===== src/rtl/blob_centroid_tracker.sv =====
// Per-marker centroid tracker: accumulates matching-pixel coordinate sums each frame,
// then divides by the pixel count with two 32-step restoring dividers and publishes x/y/z.
module blob_centroid_tracker #(
    parameter int unsigned MIN_PIXELS = 64,
    parameter int unsigned Z_SHIFT    = 4
) (
    input  logic        clk_in,
    input  logic        rst_in,
    input  logic        pixel_valid_in,
    input  logic [10:0] hcount_in,
    input  logic [9:0]  vcount_in,
    input  logic        mask_in,
    input  logic        frame_done_in,
    output logic [11:0] x_out,
    output logic [11:0] y_out,
    output logic [13:0] z_out,
    output logic        found_out,
    output logic        valid_out,
    output logic        busy_out
);

    typedef enum logic [1:0] {ACCUM, DIVIDE, OUTPUT} state_t;

    state_t      state;
    logic [30:0] sum_x;
    logic [29:0] sum_y;
    logic [19:0] count;
    logic [30:0] sum_x_nxt;
    logic [29:0] sum_y_nxt;
    logic [19:0] count_nxt;
    logic [31:0] sx_add;
    logic [30:0] sy_add;
    logic [20:0] cnt_add;
    logic        pix;

    logic [19:0] snap_count;
    logic [31:0] quo_x, quo_y, quo_x_nxt, quo_y_nxt;
    logic [19:0] rem_x, rem_y, rem_x_nxt, rem_y_nxt;
    logic [20:0] trial_x, trial_y;
    logic [4:0]  iter;
    logic        meets_min;
    logic [19:0] count_shr;
    logic [13:0] z_calc;

    always_comb begin
        pix       = pixel_valid_in & mask_in;
        sx_add    = {1'b0, sum_x} + {21'd0, hcount_in};
        sy_add    = {1'b0, sum_y} + {21'd0, vcount_in};
        cnt_add   = {1'b0, count} + 21'd1;
        sum_x_nxt = sum_x;
        sum_y_nxt = sum_y;
        count_nxt = count;
        if (pix) begin
            // Carry out of each adder means the register would wrap; pin it at all-ones instead.
            sum_x_nxt = sx_add[31]  ? '1 : sx_add[30:0];
            sum_y_nxt = sy_add[30]  ? '1 : sy_add[29:0];
            count_nxt = cnt_add[20] ? '1 : cnt_add[19:0];
        end

        trial_x = {rem_x, quo_x[31]};
        trial_y = {rem_y, quo_y[31]};
        if (trial_x >= {1'b0, snap_count}) begin
            rem_x_nxt = 20'(trial_x - {1'b0, snap_count});
            quo_x_nxt = {quo_x[30:0], 1'b1};
        end else begin
            rem_x_nxt = trial_x[19:0];
            quo_x_nxt = {quo_x[30:0], 1'b0};
        end
        if (trial_y >= {1'b0, snap_count}) begin
            rem_y_nxt = 20'(trial_y - {1'b0, snap_count});
            quo_y_nxt = {quo_y[30:0], 1'b1};
        end else begin
            rem_y_nxt = trial_y[19:0];
            quo_y_nxt = {quo_y[30:0], 1'b0};
        end

        meets_min = ({12'd0, snap_count} >= MIN_PIXELS);
        count_shr = snap_count >> Z_SHIFT;
        z_calc    = (count_shr > 20'd16383) ? '1 : count_shr[13:0];
    end

    always_ff @(posedge clk_in) begin
        if (!rst_in) begin
            state      <= ACCUM;
            sum_x      <= '0;
            sum_y      <= '0;
            count      <= '0;
            snap_count <= '0;
            quo_x      <= '0;
            quo_y      <= '0;
            rem_x      <= '0;
            rem_y      <= '0;
            iter       <= '0;
            x_out      <= '0;
            y_out      <= '0;
            z_out      <= '0;
            found_out  <= 1'b0;
            valid_out  <= 1'b0;
            busy_out   <= 1'b0;
        end else begin
            valid_out <= 1'b0;
            // Accumulators keep collecting (or clearing on frame end) regardless of FSM state.
            if (frame_done_in) begin
                sum_x <= '0;
                sum_y <= '0;
                count <= '0;
            end else begin
                sum_x <= sum_x_nxt;
                sum_y <= sum_y_nxt;
                count <= count_nxt;
            end

            case (state)
                ACCUM: begin
                    busy_out <= frame_done_in;
                    if (frame_done_in) begin
                        quo_x      <= {1'b0, sum_x_nxt};
                        quo_y      <= {2'b0, sum_y_nxt};
                        rem_x      <= '0;
                        rem_y      <= '0;
                        snap_count <= count_nxt;
                        iter       <= '0;
                        state      <= DIVIDE;
                    end
                end
                DIVIDE: begin
                    busy_out <= 1'b1;
                    quo_x    <= quo_x_nxt;
                    quo_y    <= quo_y_nxt;
                    rem_x    <= rem_x_nxt;
                    rem_y    <= rem_y_nxt;
                    iter     <= iter + 5'd1;
                    if (iter == 5'd31) state <= OUTPUT;
                end
                OUTPUT: begin
                    // busy stays high through the valid cycle, dropping on the following edge.
                    busy_out  <= 1'b1;
                    valid_out <= 1'b1;
                    found_out <= meets_min;
                    if (meets_min) begin
                        x_out <= quo_x[11:0];
                        y_out <= quo_y[11:0];
                        z_out <= z_calc;
                    end
                    state <= ACCUM;
                end
                default: state <= ACCUM;
            endcase
        end
    end

endmodule


===== config.mk =====
export PLATFORM = sky130hd
export DESIGN_NAME = blob_centroid_tracker
export DESIGN_NICKNAME = d
export VERILOG_FILES = /design/src/rtl/blob_centroid_tracker.sv
export SDC_FILE = /design/constraint.sdc
export NUM_CORES = 1
export LEC_CHECK = 0
export BUFFER_PORTS_ARGS = -buffer_cell sky130_fd_sc_hd__buf_2
export CAP_MARGIN = 20
export CORE_MARGIN = 2
export CORE_UTILIZATION = 65
export CTS_BUF_LIST = sky130_fd_sc_hd__clkbuf_2 sky130_fd_sc_hd__clkbuf_4 sky130_fd_sc_hd__clkbuf_8
export DETAILED_ROUTE_END_ITERATION = 10
export PLACE_DENSITY = 0.86
export SLEW_MARGIN = 20
export SYNTH_ARGS = -nofsm -noshare
export SYNTH_HDL_FRONTEND = slang
export SYNTH_SLANG_ARGS = --single-unit

===== constraint.sdc =====
create_clock -name clk_in -period 6.7 [get_ports clk_in]
set_clock_uncertainty 0.15 [all_clocks]
set_input_delay 1.34 -clock clk_in [delete_from_list [all_inputs] [get_ports clk_in]]
set_output_delay 1.34 -clock clk_in [all_outputs]
set_load 0.01 [all_outputs]

After elaboration in Yosys (flattened, before gate mapping)

Index checks and enable logic that the tools add are counted.
Widths: inputs -> output; s select.

$lt $le $gt $ge: 4
Multiplexer cells: 25
Bitwise logic cells: 2
Add/sub/neg operators: 6
Equal/unequal tests: 5
Reduce and logical (&&, ||, !) cells: 9

Operators with widths:

| kind                  | count |
|---|---|
| $pmux 32 s2           | 2 |
| $mux 20               | 5 |
| $pmux 20 s2           | 2 |
| $mux 32               | 2 |
| $mux 31               | 2 |
| $mux 30               | 2 |
| $ge 21x20->1          | 2 |
| $sub 20x20->20        | 2 |
| $add 31x11->32        | 1 |
| $add 30x10->31        | 1 |
| $add 20x1->21 const B | 1 |
| $ge 20x7->1 const B   | 1 |
| $gt 16x14->1 const B  | 1 |
| $mux 14               | 1 |
| $pmux 5 s2            | 1 |
| $reduce_and 2->1      | 4 |
| $add 5x1->5 const B   | 1 |
| $eq 5x5->1 const B    | 1 |
| $mux 5                | 1 |
| $mux 2                | 2 |
| $ne 2x2->1 const B    | 2 |
| $pmux 2 s2            | 1 |
| $reduce_bool 2->1     | 2 |
| $reduce_or 2->1       | 2 |
| other kinds (7)       | 9 |

Flip-flop bits (word level): 253

Logic depth before layout (Yosys ltp)

Gate-level depths: netlist of the first run.

Depth in word-level cells: 5
Mapped depth: 14
Gate-level depth less buffers: 12

Least setup slack after synthesis of the first run

No wires, ideal clock.

Path kind: input port to flip-flop
Start point: input vcount_in[0]
End point: register quo_y[24]
Data required time: 6.416 ns
Stages: 12
Buffers on the path: 1
Setup slack: 2.891 ns
Data arrival time: 3.525 ns
Setup time: 0.134 ns
Path through: ha_1 > fa_1 > a21o_1 > a21oi_1 > o21bai_1 > a311o_1 > and3_1 > nand2_2 > buf_4 > nand2_1 > mux2i_1 > o22ai_1

Word-level cells in the longest chain between the ends: 5

Ends and longest elaborated chain:

| what                 | line | text |
|---|---|---|
| start, declared      | 11   | `input logic [9:0] vcount_in,` |
| $add 30x10->31       | 48   | `sy_add = {1'b0, sum_y} + {21'd0, vcount_in};` |
| $mux 30              | 56   | `sum_y_nxt = sy_add[30] ? '1 : sy_add[29:0];` |
| $mux 30              | 53   | `if (pix) begin` |
| $mux 32              | 116  | `if (frame_done_in) begin` |
| $pmux 32 s2          | 113  | `case (state)` |
| end signal, assigned | 118  | `quo_y <= {2'b0, sum_y_nxt};` |
| end signal, assigned | 129  | `quo_y <= quo_y_nxt;` |
| end, declared        | 37   | `logic [31:0] quo_x, quo_y, quo_x_nxt, quo_y_nxt;` |

Every way passes these cells. The select of a mux whose other input is x is not followed.
A chain may end at the register's enable or synchronous reset.

Final worst setup path of the first run

Start point: input vcount_in[0]
End point: register quo_y[0]

The elaborated chain is that of the path after synthesis.

==> results of run 1 <==
-- placed cells by master, fill, tap and decap left out, types with 43 or more instances in the layout --
cell type | Yosys | final
a21oi_1 | 166 | 165
buf_2 | 6 | 66
xnor2_1 | 46 | 46
nor3_1 | 43 | 43
nand2_1 | 176 | 175
dfxtp_1 | 253 | 253
inv_1 | 47 | 47
clkbuf_8 | 0 | 54
ha_1 | 68 | 67
o21ai_0 | 112 | 112
nor2_1 | 178 | 177
-- logic make-up (layout without fill, tap and decap cells) --
family	Yosys count	in the layout
AO/OA/AOI/OAI	471	471
adder cells (fa/ha/maj)	72	72
multiplexers	32	32
AND/OR/NAND/NOR	577	577
buffers and inverters	134	201
flip-flops	253	253
XOR/XNOR	87	87
-- routing by layer --
| metal | global-route usage | up-vias |
|---|---|---|
| li1 | - | 5875 |
| met1 | 0.389 | 5696 |
| met2 | 0.518 | 429 |
| met3 | 0.0459 | 100 |
| met4 | 0.140 | 0 |
| met5 | 0 | - |
-- power by group --
part | switching [W] | internal, W
clock network | 0.000625 | 0.000834
registers | 0.0000645 | 0.00158
logic | 0.000831 | 0.000582
total | 0.00152 | 0.00300
-- worst paths after layout --
kind	start	endpoint	slack (ns)
setup reg to reg	snap_count[1]	quo_y[0]	3.34
setup / recovery	vcount_in[0]	quo_y[0]	3.04
hold reg to reg	quo_y[28]	quo_y[28]	0.28
hold / removal	quo_y[28]	quo_y[28]	0.28
-- sequential cells by signal (all words and copies together) (netlist names) --
register	count
sum_x	31
found_out	1
rem_x	20
y_out	12
rem_y	20
state	2
quo_y	32
quo_x	32
count	20
iter	5
z_out	14
x_out	12
sum_y	30
snap_count	20
valid_out	1
busy_out	1
-- cell type report --
class | count | area [sq um]
Timing Repair Buffer | 81 | 443
Fill cell | 1555 | 5510
Clock inverter | 12 | 116
Clock buffer | 60 | 788
Sequential cell | 253 | 5060
Tap cell | 270 | 338
Multi-Input combinational cell | 1239 | 7600
Inverter | 48 | 180
-- critical path: stages --
cell and delay (ns):
buf_2 0.10, ha_1 0.22, fa_1 0.40, a21o_1 0.19, a21oi_1 0.27, o21bai_1 0.14, a311o_1 0.37, a31o_1 0.34
o22ai_1 0.24, nor2_1 0.07, o22ai_1 0.16, nor2_1 0.06
-- metrics by stage --
stage               power (W)  hold slack, ns  setup WS, ns
floorplan             0.00285           0.260          2.89
global placement      0.00303           0.274          2.60
detailed placement    0.00306           0.279          2.54
CTS                   0.00452           0.286          3.09
global route          0.00474           0.301          2.88
finish                0.00452           0.284          3.04
==> metrics.md, run 1 <==
| Metric | Value |
|---|---|
| Final HPWL DP | 22800 microns |
| Setup TNS | 0 ns |
| Crit path required time | 6.95 ns |
| CTS Buf Count | 41 |
| Worst hold-check path type | flop to flop |
| DRC | 0 |
| Number of synthesized flops with an enable pin | 0 |
| DRT antenna net count | 0 |
| Mapped cell area | 13200 sq um |
| Dpl cells | 1891 |
| Final #Nets | 1762 |
| Clock slew at reported path FFs | 0.07 ns |
| Initial drt markers | 995 |
| Peak VDD IR | 0.000200 V |
| Synthesized area per cell | 8.11 sq um |
| Core Region | 20000 sq um |
| Initial Util | 0.658 |
| Number of synthesized register bits | 253 |
| Wirelength, routed | 33600 microns |
| Worst EP arrival | 3.90 ns |
| RSZ-0062 raised after global routing | false |
| # rows | 52 |
| Synth Area in Adders | 0.0706 |
| Commonest cells post-synth | dfxtp_1, nor2_1, nand2_1 |
| Final hold viol count | 0 |
| Io pins | 67 |
| Fin crit share | 0.546 |
| Synth warn | 0 |
| Finished Core Util | 0.725 |
| Initial antenna violation count | 1 |
| Share of layout cells above drive strength 1 | 0.112 |
| Hold Buf Count CTS | 0 |
| WL met1 | 14300 microns |
| Asr flop ratio synth | 0 |
| Worst-path maximum fanout | 10 |
| Vias in the first global route | 11498 |
| Slew @ Worst Pin | 0.994 ns |
| Top Metal Used | met4 |
| Synth Flop Type | dfxtp_1 |
| Fmax | 273 MHz |
| Final setup viols | 0 |
| Hold-critical path depth | 2 |
| Synth Area in XOR/XNOR | 0.0578 |
| PortBufs | 66 |
| Total Routing Usage GR | 0.307 |
| Area after DPL | 13600 sq um |
| Seq/Total Area, Yosys | 0.384 |
| Cell taking the most area after synthesis | dfxtp_1 |
| Library cells used by synthesis | 82 |
| Mux cell area share after synthesis | 0.0245 |
| Fin crit period | 3.66 ns |
| H-tree depth | 2 |
| Area Growth Syn to Fin | 10.2% |
| First-pass GRT wire length | 55000 microns |
| Relative slew slack | 0.337 |
| Cell count after synthesis | 1626 |
| Met2 wire len | 15900 microns |
| Die X | 146 microns |
| Antenna diode count | 0 |
| Yosys top cell area share | 0.384 |
| GPL Wtd Cong | 0.897 |
| Finished Layout Cells | 1963 |
| CP Capture Type | flop |
| Die Span Y | 146 microns |
| CTS root buffer | clkbuf_8 |
| First-pass DRT Iterations | 5 |
| Largest net degree at the start of global routing | 86 |
| Synth Area in Simple Gates | 0.204 |
| Top cells by area, synth | dfxtp_1, ha_1, a21oi_1 |
| CTS Buffer Depth | 3 |
| Main combinational cell family by area after synthesis | compound AO/OA/AOI/OAI gates |
| CTS tree | done |
| Critical path class | primary input to flop |
| Leakage power | 5.71 nW |
| Final instance area | 14500 sq um |
| Compound-cell area share of the yosys netlist | 0.217 |
| Slew Limit Fails | 0 |
| Clock Latency Late Sink | 0.56 ns |
| Post-CTS sizing | 0 |
| Via count | 12100 |
| Clock sinks | 253 |
| Synthesized Nets | 1724 |
| Max Cap Viol | 0 |
| Met3 routed wirelength | 2060 microns |
| Status | finished clean |
| R2R cell count | 11 |
| DR vias/cell | 6.16 |
| Critical Path Source Type | primary input |
| Total power divided by cell area | 311 nW/um^2 |
| Top-count cell post-synth | dfxtp_1 |
| Routed wire per std cell | 17.1 microns |
| Area of the die | 21400 sq um |
| Gr ovfl total | 0 |
| Postcts setup bufs | 0 |
(Power assumes the default switching activity.)
==> run 2, diff against run 1 <==
--- a/config.mk
+++ b/config.mk
@@ -5,13 +5,14 @@
 export SDC_FILE = /design/constraint.sdc
 export NUM_CORES = 1
 export LEC_CHECK = 0
+export ABC_AREA = 1
 export BUFFER_PORTS_ARGS = -buffer_cell sky130_fd_sc_hd__buf_2
 export CAP_MARGIN = 20
 export CORE_MARGIN = 2
 export CORE_UTILIZATION = 65
 export CTS_BUF_LIST = sky130_fd_sc_hd__clkbuf_2 sky130_fd_sc_hd__clkbuf_4 sky130_fd_sc_hd__clkbuf_8
 export DETAILED_ROUTE_END_ITERATION = 10
-export PLACE_DENSITY = 0.86
+export PLACE_DENSITY = 0.85
 export SLEW_MARGIN = 20
 export SYNTH_ARGS = -nofsm -noshare
 export SYNTH_HDL_FRONTEND = slang
==> constraint.sdc (replaced) <==
create_clock -name clk_in -period 3.5 [get_ports clk_in]
set_clock_uncertainty 0.15 [all_clocks]
set_input_delay 0.7 -clock clk_in [delete_from_list [all_inputs] [get_ports clk_in]]
set_output_delay 0.7 -clock clk_in [all_outputs]
set_load 0.01 [all_outputs]
==> run 2 against run 1 <==
Effect of this change: combinational power grew 130%; first-iteration DRC count grew 47%; setup slack lost 2.3 ns; synthesized area grew 18%; power grew 110%; cell count grew 43%; non-clock buffer count grew 8; cell area grew 17%; sequential share of layout area shrank 5.1 points; critical path type is now flop to flop.
==> metrics.md, run 2 <==
| Metric | Value |
|---|---|
| Critical Path Source Type | flop |
| Core Region | 23500 sq um (+17%) |
| Max Cap Viol | 0 (unchanged) |
| Fin crit share | 0.801 |
| DR vias/cell | 5.67 (-8.1%) |
| R2R cell count | 14 (+3) |
| Die X | 159 microns (+8.4%) |
| Seq/Total Area, Yosys | 0.326 (-0.0584) |
| Synthesized Nets | 2519 (+46%) |
| Most Crowded Layer GR | met2 |
| Io pins | 67 (unchanged) |
| Final setup viols | 0 (unchanged) |
| Final hold viol count | 0 (unchanged) |
| Peak VDD IR | 0.000421 V (+110%) |
| Reg2Reg Setup Slack | 0.70 ns (-2.64 ns) |
| Vias in the first global route | 14573 (+27%) |
| Gr ovfl total | 0 (unchanged) |
| Hold-critical path depth | 2 (unchanged) |
| Worst hold-check path type | flop to flop |
| P_int | 0.00583 W (+94%) |
| Hold_sp | quo_y[30] |
| Clock sinks | 253 (unchanged) |
| Leakage power | 8.27 nW (+45%) |
| Status | finished clean |
| Total Routing Usage GR | 0.340 (+0.0332) |
| Reg power frac | 0.348 (-0.017) |
| Top cells by area, synth | dfxtp_1, nand2_1, a21oi_1 |
| Commonest cells post-synth | nand2_1, inv_1, dfxtp_1 |
| H-tree depth | 2 (unchanged) |
| Routing usage on met1 | 0.457 (+0.0684) |
| Slew Limit Fails | 0 (unchanged) |
| Switch Pwr | 0.00352 W (+130%) |
| Die Span Y | 159 microns (+8.4%) |
| Most frequent cells in the layout | nand2_1, inv_1, dfxtp_1 |
| CTS Buf Count | 43 (+4.9%) |
| Comb power frac | 0.343 (+0.031) |
| Switching Share | 0.377 (+0.0405) |
| Fin crit period | 2.80 ns |
| GR Util met2 | 0.561 (+0.0427) |
| CTS tree | done |
| Slew @ Worst Pin | 0.964 ns (-0.0295 ns) |
| PortBufs | 66 (unchanged) |
| Wirelength, routed | 43100 microns (+28%) |
| Share of layout cells above drive strength 1 | 0.0900 (-0.0217) |
| CTS root buffer | clkbuf_8 |
| Worst EP arrival | 3.10 ns (-0.80 ns) |
| Worst r2r src | snap_count[2] |
| Synthesized area per cell | 6.42 sq um (-21%) |
| Mapped cell area | 15500 sq um (+18%) |
| Library cells used by synthesis | 46 (-44%) |
| Hold Path Sink | quo_y[30] |
| Area of the die | 25200 sq um (+17%) |
| # rows | 56 (+7.7%) |
| Relative slew slack | 0.357 (+0.0197) |
| Synth warn | 0 (unchanged) |
| Met3 usage in global routing | 0.0525 (+0.00659) |
| GPL Wtd Cong | 0.973 (+8.5%) |
| Filler Cells Inserted | 2046 (+32%) |
| RSZ-0062 raised after global routing | false |
| Clock slew at reported path FFs | 0.06 ns (about the same) |
| Number of synthesized flops with an enable pin | 0 (unchanged) |
| Number of synthesized register bits | 253 (unchanged) |
| CTS Buffer Depth | 3 (unchanged) |
| Clock Power Share | 0.309 (-0.014) |
| Initial antenna violation count | 0 (-1) |
| Synth Flop Type | dfxtp_1 |
| Fmax | 357 MHz |
| Clock Latency Late Sink | 0.57 ns (about the same) |
| Asr flop ratio synth | 0 (unchanged) |
| Initial Util | 0.662 (+0.00447) |
| Final #Nets | 2555 (+45%) |
| DRT antenna net count | 0 (unchanged) |
| First-pass GRT wire length | 69400 microns (+26%) |
| Hold Buf Count CTS | 0 (unchanged) |
| Largest net degree at the start of global routing | 84 (-2.3%) |
| Initial drt markers | 1460 (+47%) |
| CP Capture Type | flop |
| Commonest non-fill, non-tap cell in the layout | nand2_1 |
| Area Growth Syn to Fin | 9.38% |
| Reg-to-reg endpoint | rem_x[18] |
| Setup TNS | 0 ns (unchanged) |
| Postcts setup bufs | 0 (unchanged) |
| Crit path required time | 3.79 ns (-3.16 ns) |
| Cell taking the most area after synthesis | dfxtp_1 |
| Worst Setup SP | snap_count[2] |
| Cell count after synthesis | 2421 (+49%) |
| Routed wire per std cell | 15.3 microns (-10%) |
| Antenna diode count | 0 (unchanged) |
| Worst-path maximum fanout | 11 (+1) |
| Yosys top cell area share | 0.326 (-0.0584) |
| Via count | 15919 (+32%) |
| Post-CTS sizing | 0 (unchanged) |
| Final HPWL DP | 30500 microns (+33%) |
| Critical path class | flop to flop |
| First-pass DRT Iterations | 6 (+1) |
| Total power divided by cell area | 550 nW/um^2 (+77%) |
| Top Registers | quo_x x32, quo_y x32, sum_x x31 |
| DRC | 0 (unchanged) |
| Top-count cell post-synth | nand2_1 |
| Overall power | 0.00935 W (+110%) |
run 2: layout make-up:
class                           instances  area [sq um]  area share
Tap cell                              319           399      0.0235
Clock inverter                         11           115     0.00677
Sequential cell                       253          5060       0.298
Timing Repair Buffer                   89           541      0.0318
Clock buffer                           67           822      0.0483
Multi-Input combinational cell       1769          8930       0.525
Inverter                              301          1140      0.0668
run 2: layer usage:
layer / vias up / part of all wire
met5: - / 0
met4: 0 / 0.024
met3: 80 / 0.074
met2: 551 / 0.45
met1: 7348 / 0.45
li1: 7940 / -
run 2: worst max-delay path by stage:
stage,to,cells past startpoint
after floorplan,quo_y[0],14
after global placement,quo_y[0],15
after detailed placement,quo_y[4],15
after CTS,rem_x[18],14
after global routing,rem_x[18],12
final,rem_x[18],14
run 2: critical path, stage by stage (launching register included):
cell,delay [ns]
dfxtp_1,0.35
inv_1,0.12
ha_1,0.37
nand2_1,0.08
o21ai_2,0.22
nand2_1,0.08
nand2_1,0.14
nand2_1,0.09
nand2_1,0.14
nand2_1,0.08
nand2_1,0.31
buf_4,0.26
nand3_1,0.12
nand3_1,0.10
a21oi_1,0.07
run 2: power groups by stage:
stage | clock (W) | combinational [W] | sequential, W
after detailed placement | 0 | 0.00313 | 0.00331
after global routing | 0.00302 | 0.00360 | 0.00328
after global placement | 0 | 0.00308 | 0.00330
after CTS | 0.00291 | 0.00316 | 0.00325
after floorplan | 0 | 0.00237 | 0.00332
final | 0.00289 | 0.00321 | 0.00325
run 2: kinds of logic after synthesis:
kind of cell | after synthesis | synth area share
buf+inv | 399 | 0.100
fa+ha+maj | 72 | 0.0599
compound gates | 407 | 0.138
flops | 253 | 0.326
simple gates | 1246 | 0.352
xor+xnor | 44 | 0.0248
run 2: per-stage QoR:
stage	instance area, sq um	setup slack, ns	std cells	util	hold slack, ns
after detailed placement	16100	0.449	2731	0.684	0.304
after global placement	16100	0.589	2731	0.684	0.302
after global routing	17000	0.448	2809	0.724	0.330
final	17000	0.697	2809	0.724	0.313
after CTS	17000	0.760	2809	0.724	0.311
after floorplan	15500	0.905	2421	-	0.291
==> run 3, diff against run 2 <==
--- a/config.mk
+++ b/config.mk
@@ -9,10 +9,10 @@
 export BUFFER_PORTS_ARGS = -buffer_cell sky130_fd_sc_hd__buf_2
 export CAP_MARGIN = 20
 export CORE_MARGIN = 2
-export CORE_UTILIZATION = 65
+export CORE_UTILIZATION = 58
 export CTS_BUF_LIST = sky130_fd_sc_hd__clkbuf_2 sky130_fd_sc_hd__clkbuf_4 sky130_fd_sc_hd__clkbuf_8
 export DETAILED_ROUTE_END_ITERATION = 10
-export PLACE_DENSITY = 0.85
+export PLACE_DENSITY = 0.81
 export SLEW_MARGIN = 20
 export SYNTH_ARGS = -nofsm -noshare
 export SYNTH_HDL_FRONTEND = slang
==> constraint.sdc (replaced) <==
create_clock -name clk_in -period 2.5 [get_ports clk_in]
set_clock_uncertainty 0.15 [all_clocks]
set_input_delay 0.5 -clock clk_in [delete_from_list [all_inputs] [get_ports clk_in]]
set_output_delay 0.5 -clock clk_in [all_outputs]
set_load 0.01 [all_outputs]
==> run 3 against run 2 <==
Effect of this change: cell count up 4.8%; clock power up 41%; first-iteration DRC count down 16%; wire length up 2.2%; critical path depth up 1; global-route usage down 2.9 points; register-to-register slack worse by 0.62 ns; critical path type unchanged.
==> metrics.md, run 3 (synthesis gave the netlist of run 2 again) <==
| Metric | Value |
|---|---|
| Total power divided by cell area | 764 nW/um^2 (+39%) |
| Switch Pwr | 0.00520 W (+47%) |
| Antenna diode count | 0 (unchanged) |
| Slew Limit Fails | 0 (unchanged) |
| H-tree depth | 2 (unchanged) |
| # rows | 59 (+5.4%) |
| Slowest stage cell, crit path | dfxtp_1 |
| Setup TNS | 0 ns (unchanged) |
| Worst EP arrival | 2.77 ns (-0.33 ns) |
| Final hold viol count | 0 (unchanged) |
| RSZ-0062 raised after global routing | true |
| Top Registers | quo_x x32, quo_y x32, sum_x x31 |
| DRC | 0 (unchanged) |
| Initial Util | 0.593 (-0.0691) |
| Largest net degree at the start of global routing | 82 (-2.4%) |
| Worst r2r src | snap_count[6] |
| Routed wire per std cell | 15.0 microns (-2.5%) |
| Overall power | 0.0140 W (+49%) |
| Peak VDD IR | 0.000458 V (+9.0%) |
| CTS Buf Count | 44 (+2.3%) |
| Slew @ Worst Pin | 0.678 ns (-0.286 ns) |
| Gr ovfl total | 0 (unchanged) |
| R2R cell count | 15 (+1) |
| Die X | 168 microns (+5.7%) |
| CP endpoint | rem_x[17] |
| Most Crowded Layer GR | met2 |
| Worst-path maximum fanout | 9 (-2) |
| Finished Core Util | 0.698 (-0.0263) |
| Total Routing Usage GR | 0.311 (-0.0291) |
| Fin crit period | 2.42 ns (-0.384 ns) |
| Switching Share | 0.372 (-0.00516) |
| Reg power frac | 0.326 (-0.022) |
| Final #Nets | 2672 (+4.6%) |
| Relative slew slack | 0.548 (+0.191) |
| CP Capture Type | flop |
| CTS root buffer | clkbuf_8 |
| Commonest non-fill, non-tap cell in the layout | nand2_1 |
| Clock slew at reported path FFs | 0.06 ns (about the same) |
| Clock Power Share | 0.292 (-0.017) |
| GPL Wtd Cong | 0.959 (-1.5%) |
| Wirelength, routed | 44100 microns (+2.2%) |
| Clock Latency Late Sink | 0.59 ns (+0.02 ns) |
| Worst setup margin | 0.0805 ns (-0.616 ns) |
| GR Util met2 | 0.525 (-0.0365) |
| Crit path cell chain | inv_1, buf_4, ha_4, buf_4, nand2_1, nor3_2, nand3_1, nand2_2, nor2_4, buf_4, nand3b_1, nand2_1, inv_1, nand2_1, a21oi_1 |
| Area Growth Syn to Fin | 17.7% |
| CTS tree | done |
| Filler Cells Inserted | 2315 (+13%) |
| CTS Buffer Depth | 3 (unchanged) |
| Met3 usage in global routing | 0.0392 (-0.0133) |
| Pre-CTS setup slack | -0.0824 ns (-0.532 ns) |
| Clock sinks | 253 (unchanged) |
| Final setup viols | 0 (unchanged) |
| Initial drt markers | 1222 (-16%) |
| Most frequent cells in the layout | nand2_1, inv_1, dfxtp_1 |
| Critical Path Source Type | flop |
| Worst hold-check path type | primary input to flop |
| Critical path class | flop to flop |
| Max Cap Viol | 0 (unchanged) |
| P_int | 0.00878 W (+51%) |
| Via count | 16304 (+2.4%) |
| Reg-to-reg endpoint | rem_x[17] |
| Vias in the first global route | 15263 (+4.7%) |
| Worst Setup SP | snap_count[6] |
| Area of the die | 28100 sq um (+12%) |
| Routing usage on met1 | 0.419 (-0.0383) |
| Fmax | 413 MHz (+16%) |
| Crit path required time | 2.85 ns (-0.94 ns) |
| Area of the multi-input gates | 9190 sq um (+3.0%) |
| Final instance area | 18300 sq um (+7.6%) |
| Status | finished clean |
| Share of layout cells above drive strength 1 | 0.148 (+0.0584) |
| Io pins | 67 (unchanged) |
| Reg2Reg Setup Slack | 0.08 ns (-0.62 ns) |
| First-pass GRT wire length | 72800 microns (+4.9%) |
| DR vias/cell | 5.54 (-2.3%) |
| Fin crit share | 0.968 (+0.167) |
| Comb power frac | 0.382 (+0.039) |
| PortBufs | 66 (unchanged) |
| Area after DPL | 17000 sq um (+6.1%) |
| Sequential cell area | 5060 sq um (unchanged) |
| Final HPWL DP | 31700 microns (+4.0%) |
| Die Span Y | 168 microns (+5.7%) |
| DRT antenna net count | 0 (unchanged) |
| Core Region | 26200 sq um (+12%) |
| Initial antenna violation count | 0 (unchanged) |
| First-pass DRT Iterations | 6 (unchanged) |
| Leakage power | 8.91 nW (+7.9%) |
| CP peak stage delay | 0.33 ns (-0.04 ns) |
[run 3: cell types whose count changed in the layout (fill, tap and decap cells not counted), moves of 6 or more]
cell / delta
ha_4: +13
inv_2: +6
a21oi_2: +9
inv_1: -7
buf_4: +106
ha_1: -13
a21oi_1: -9
buf_12: +8
[run 3: metrics by stage]
stage	hold slack, ns	instances
final	0.204	2944
after global routing	0.234	2944
after global placement	0.300	2861
after CTS	0.181	2942
after floorplan	0.291	2421
after detailed placement	0.306	2861
[run 3: worst max-delay path, delay by kind of cell, from the launching register on]
kind | cells | cell delay, ns
adder cells (fa/ha/maj) | 1 | 0.27
flip-flops | 1 | 0.33
AO/OA/AOI/OAI | 1 | 0.12
buffers and inverters | 5 | 0.65
AND/OR/NAND/NOR | 8 | 0.81
[run 3: area by class of cell]
cell class                      count  area share
Timing Repair Buffer              205      0.0830
Inverter                          301      0.0622
Sequential cell                   253       0.277
Tap cell                          335      0.0229
Clock buffer                       71      0.0476
Clock inverter                     10     0.00479
Multi-Input combinational cell   1769       0.503
[run 3: timing repair]
| action | 4_1_cts | 5_1_grt |
|---|---|---|
| hold buffers | 0 | 0 |
| resized for setup | 5 | 53 |
| endpoints found under the setup margin | 36 | 46 |
| buffers inserted | 0 | 2 |
| pin swaps | 1 | 5 |
[run 3: worst min-delay path by stage]
stage                   from         to  slack, ns  depth (start not counted)
2_1_floorplan      quo_x[31]  quo_x[31]       0.29                          2
5_1_grt        frame_done_in   busy_out       0.23                          5
6_report       frame_done_in   busy_out       0.20                          5
3_3_place_gp       quo_y[30]  quo_y[30]       0.30                          2
4_1_cts        frame_done_in   busy_out       0.18                          5
3_5_place_dp       quo_x[21]  quo_x[21]       0.31                          2
[run 3: metal layers]
metal | wire (microns) | part of all wire | vias up
met2 | 20500 | 0.47 | 493
met1 | 20000 | 0.45 | 7563
met3 | 2700 | 0.061 | 63
li1 | - | - | 8185
met4 | 876 | 0.020 | 0
met5 | 0 | 0 | -
[run 3: power groups by stage]
stage	clock (W)	combinational (W)	sequential, W
floorplan	0	0.00332	0.00464
global placement	0	0.00491	0.00461
detailed placement	0	0.00499	0.00463
CTS	0.00413	0.00505	0.00454
global route	0.00432	0.00593	0.00459
finish	0.00408	0.00534	0.00456
